`src/rtl/low_priority_decoder_2_4_seq.sv`:
```
// Sequenced 2:4 decoder: accepts a 2-bit low-priority index over valid/ready
// and holds the matching one-hot strobe for HOLD_CYCLES clocks.
module low_priority_decoder_2_4_seq #(
    parameter int unsigned HOLD_CYCLES = 4
) (
    input  logic       Clock_In,
    input  logic       Reset_n_In,
    input  logic       Enable_In,
    input  logic       Abort_In,
    input  logic [1:0] Encoded_Value_In,
    input  logic       Valid_In,
    output logic       Ready_Out,
    output logic       Data_0_Out,
    output logic       Data_1_Out,
    output logic       Data_2_Out,
    output logic       Data_3_Out,
    output logic       Busy_Out,
    output logic       Done_Out
);

    localparam int unsigned CNT_W = (HOLD_CYCLES > 1) ? $clog2(HOLD_CYCLES) : 1;
    localparam logic [CNT_W-1:0] CNT_LOAD = CNT_W'(HOLD_CYCLES - 1);

    typedef enum logic {
        IDLE = 1'b0,
        HOLD = 1'b1
    } state_t;

    state_t           state_q, state_d;
    logic [CNT_W-1:0] cnt_q, cnt_d;
    logic [3:0]       data_q, data_d;
    logic             cnt_zero;
    logic             kill;
    logic             accept;
    logic [3:0]       decoded;

    assign cnt_zero  = (cnt_q == '0);
    assign kill      = ~Enable_In | Abort_In;
    assign Ready_Out = Reset_n_In & ~kill & ((state_q == IDLE) | cnt_zero);
    assign accept    = Valid_In & Ready_Out;
    assign Done_Out  = (state_q == HOLD) & cnt_zero;
    assign Busy_Out  = (state_q == HOLD);

    assign Data_0_Out = data_q[0];
    assign Data_1_Out = data_q[1];
    assign Data_2_Out = data_q[2];
    assign Data_3_Out = data_q[3];

    // Encoder mapping is inverted: code 3 selects Data_0, code 0 selects Data_3.
    always_comb begin
        decoded = 4'b0000;
        case (Encoded_Value_In)
            2'd3:    decoded = 4'b0001;
            2'd2:    decoded = 4'b0010;
            2'd1:    decoded = 4'b0100;
            2'd0:    decoded = 4'b1000;
            default: decoded = 4'b0000;
        endcase
    end

    // Next state: kill beats accept, accept beats the natural end of a hold.
    always_comb begin
        state_d = state_q;
        cnt_d   = cnt_q;
        data_d  = data_q;
        if (kill) begin
            state_d = IDLE;
            cnt_d   = '0;
            data_d  = 4'b0000;
        end else if (accept) begin
            state_d = HOLD;
            cnt_d   = CNT_LOAD;
            data_d  = decoded;
        end else if (state_q == HOLD) begin
            if (cnt_zero) begin
                state_d = IDLE;
                data_d  = 4'b0000;
            end else begin
                cnt_d = cnt_q - CNT_W'(1);
            end
        end
    end

    always_ff @(posedge Clock_In or negedge Reset_n_In) begin
        if (!Reset_n_In) begin
            state_q <= IDLE;
            cnt_q   <= '0;
            data_q  <= 4'b0000;
        end else begin
            state_q <= state_d;
            cnt_q   <= cnt_d;
            data_q  <= data_d;
        end
    end

endmodule
```
`config.mk`:
```
export PLATFORM = sky130hd
export DESIGN_NAME = low_priority_decoder_2_4_seq
export DESIGN_NICKNAME = d
export VERILOG_FILES = /design/src/rtl/low_priority_decoder_2_4_seq.sv
export SDC_FILE = /design/constraint.sdc
export NUM_CORES = 1
export LEC_CHECK = 0
export BUFFER_PORTS_ARGS = -buffer_cell sky130_fd_sc_hd__buf_4
export CELL_PAD_IN_SITES_DETAIL_PLACEMENT = 1
export CELL_PAD_IN_SITES_GLOBAL_PLACEMENT = 2
export CORE_AREA = 4 4 41 43
export DETAILED_ROUTE_END_ITERATION = 7
export DIE_AREA = 0 0 45 47
export PLACE_DENSITY_LB_ADDON = 0.25
export SETUP_SLACK_MARGIN = 0.05
export SLEW_MARGIN = 20
export SYNTH_ARGS = -nofsm -noshare
export SYNTH_HDL_FRONTEND = slang
export SYNTH_SLANG_ARGS = --single-unit
```
`constraint.sdc`:
```
create_clock -name Clock_In -period 3.1 [get_ports Clock_In]
set_clock_uncertainty 0.2 [all_clocks]
set_input_delay 0.62 -clock Clock_In [delete_from_list [all_inputs] [get_ports Clock_In]]
set_output_delay 0.62 -clock Clock_In [all_outputs]
set_load 0.005 [all_outputs]
```
==> impl_metrics.yaml <==
timing:
  hold_slack_ns: 0.307
  setup_violations: 0
  finalHoldViolCount: 0
  rsz0062_at_grt: "false"
  worst_pin_slew_ns: 0.418
  finalCritPeriodShare_pct: 80.1
  setup_tns_ns: 0
  maxSlewViolCount: 0
  slew_headroom_pct: 72.2
  finalCriticalPeriod_ns: 2.48
  clock.fmax_mhz: 403
  setup_slack_ns: 0.617
placement:
  placed_cell_area_um2: 475
  gp_congestion: 0.716
  portBuffers: 13
  hpwlAfterDp_um: 709
  dp.cells: 57
  pre_cts_ws_ns: 1.07
routing:
  routed-via-count: 312
  drc: 0
  drt-initial-drc-count: 4
  routed_wl_um: 923
  drt-pass1-iter-count: 3
  avgRoutedWirePerCell_um: 14.9
  avgViaCountPerCell: 5.03
  ant_nets: 0
worst_setup_path:
  crit_path_end_kind: "output pin"
  critPathSlowestCell: "dlygate4sd3_1"
  critPathArrivalTime_ns: 1.66
  path_buf_inv: 3
  crit_fanout: 11
  crit_required_ns: 2.28
  cp_common_cell: "buf_4"
  critPathTopFamily: "buffers and inverters"
  cp-startpoint: "Reset_n_In"
  regToRegStartpoint: "cnt_q[0]"
  cp-start-kind: "input pin"
  path_cells: "dlygate4sd3_1 -> buf_4 -> nor3b_1 -> buf_4"
  critPathKind: "in2out"
  max_stage_delay_ns: 0.52
clock_network:
  cts_inserted_buffers: 3
  cts_sinks: 7
  cts_buffer_depth: 2
  clkTransAtPathRegs_ns: 0.05
  cts_resized: 0
  htreeDepth: 1
  cts_tree: "yes"
  clock-root-buffer: "clkbuf_4"
  clock_latency_ns: 0.26
yosys:
  syn-num-nets: 38
  syn_inst: 30
  syn_area_per_cell_um2: 12.3
  yosysTopAreaCell: "dfrtp_1"
  synth.most_common_cell: "dfrtp_1"
  yosys-top-cells-count: "dfrtp_1, a22o_1, inv_1"
  ys_warn_count: 0
  synth_top_area_share_pct: 47.3
  synth_seq_cells: 7
  synth-edff-count: 0
  synthTopCellsByArea: "dfrtp_1, a22o_1, a311oi_2"
  seq_area_frac_synth_pct: 47.3
  synthArstFlopShare_pct: 100
  ys_types: 17
  netlist_area_um2: 370
  ys.flop_type: "dfrtp_1"
die:
  initial_utilization_pct: 28.5
  die_y_um: 47
  die_area_mm2: 0.00212
  die-width_um: 45
  rows: 13
  core_mm2: 0.00130
  pin_count: 14
global_routing:
  grt_max_degree: 12
  grt_pass1_wl_um: 1440
  antenna_found_initial: 0
  grt_pass1_vias: 319
  grt_overflow: 0
  track_usage_pct: 10.7
pwr:
  ir_drop_mv: 0.129
  power_uw: 208
  clkPwrFrac_pct: 41.2
  internal_power_uw: 157
  switching_power_uw: 51.0
  power.density_mw_per_mm2: 406
  swShare_pct: 24.5
  p_seq_share_pct: 45.6
  leakage_nw: 0.239
  combinationalPowerShare_pct: 13.3
worst_hold_path:
  hold_path_class: "reg2reg"
  min_from: "data_q[0]"
layout:
  fin_cells: 62
  multi_input_area_um2: 169
  fin_area_um2: 512
  diodes: 0
  fin_nets: 56
  area_growth_pct: 38.2
  drive_gt1_share_pct: 46.8
  final_core_util_pct: 39.3
  register_area_um2: 175
  fillers: 154
job:
  drv_cap: 0
run_status:
  status: "finished clean"
## cell families (layout without fill, tap and decap cells)
group                      Yosys count  after routing  share of synthesized area [%]
DFF                                  7              7                           47.3
AOI/OAI and AO/OA                    8              8                           19.3
and+or+nand+nor                      9              9                           23.0
adders and majority gates            1              1                           3.38
buffers and inverters                5             22                           7.09
## cells in the final DEF, fill, tap and decap left out, types with 2 or more instances in the layout
cell      instances
a22o_1            4
buf_4            13
clkbuf_4          3
dfrtp_1           7
inv_1             4
nor3b_1           2
## layer usage
layer  wire (um)  global-route usage [%]  part of all wire [%]  vias to the layer above
li1            -                       -                     -                      142
met1         339                    10.2                    37                      155
met2         482                    16.4                    52                       10
met3          59                    4.60                   6.4                        5
met4          41                    12.3                   4.4                        0
met5           0                       0                     0                        -
## worst paths after layout
| check | endpoint | slack [ns] | cells past startpoint |
|---|---|---|---|
| worst max register to register | data_q[1] | 1.35 | 5 |
| min in group asynchronous | data_q[3] | 0.52 | 2 |
| worst min register to register | data_q[0] | 0.31 | 1 |
| worst min-delay path | data_q[0] | 0.31 | 1 |
| worst max-delay path | Ready_Out | 0.62 | 4 |
| max in group asynchronous | data_q[1] | 2.04 | 2 |
## power groups by stage
| stage | Sequential (mW) | Clock (mW) | Combinational (mW) |
|---|---|---|---|
| floorplan | 0.0961 | 0 | 0.0122 |
| global placement | 0.0961 | 0 | 0.0259 |
| detailed placement | 0.0963 | 0 | 0.0267 |
| CTS | 0.0947 | 0.0900 | 0.0280 |
| global route | 0.0948 | 0.0980 | 0.0304 |
| finish | 0.0947 | 0.0856 | 0.0276 |
## sequential cells by signal (all words and copies together), names as in the netlist
name / cells
data_q: 4
cnt_q: 2
Busy_Out: 1
## area by class of cell
type / instances / share of cell area (%)
Multi-Input combinational cell: 18 / 33.0
Clock buffer: 4 / 5.13
Inverter: 4 / 2.93
Tap cell: 15 / 3.67
Timing Repair Buffer: 14 / 21.0
Sequential cell: 7 / 34.2
## repair_timing
action / in CTS / in global routing
hold buffers: 1 / 0
hold endpoints to repair: 7 / 0
setup buffers: 0 / 0
Note: power is estimated with default switching activity, not from simulation.
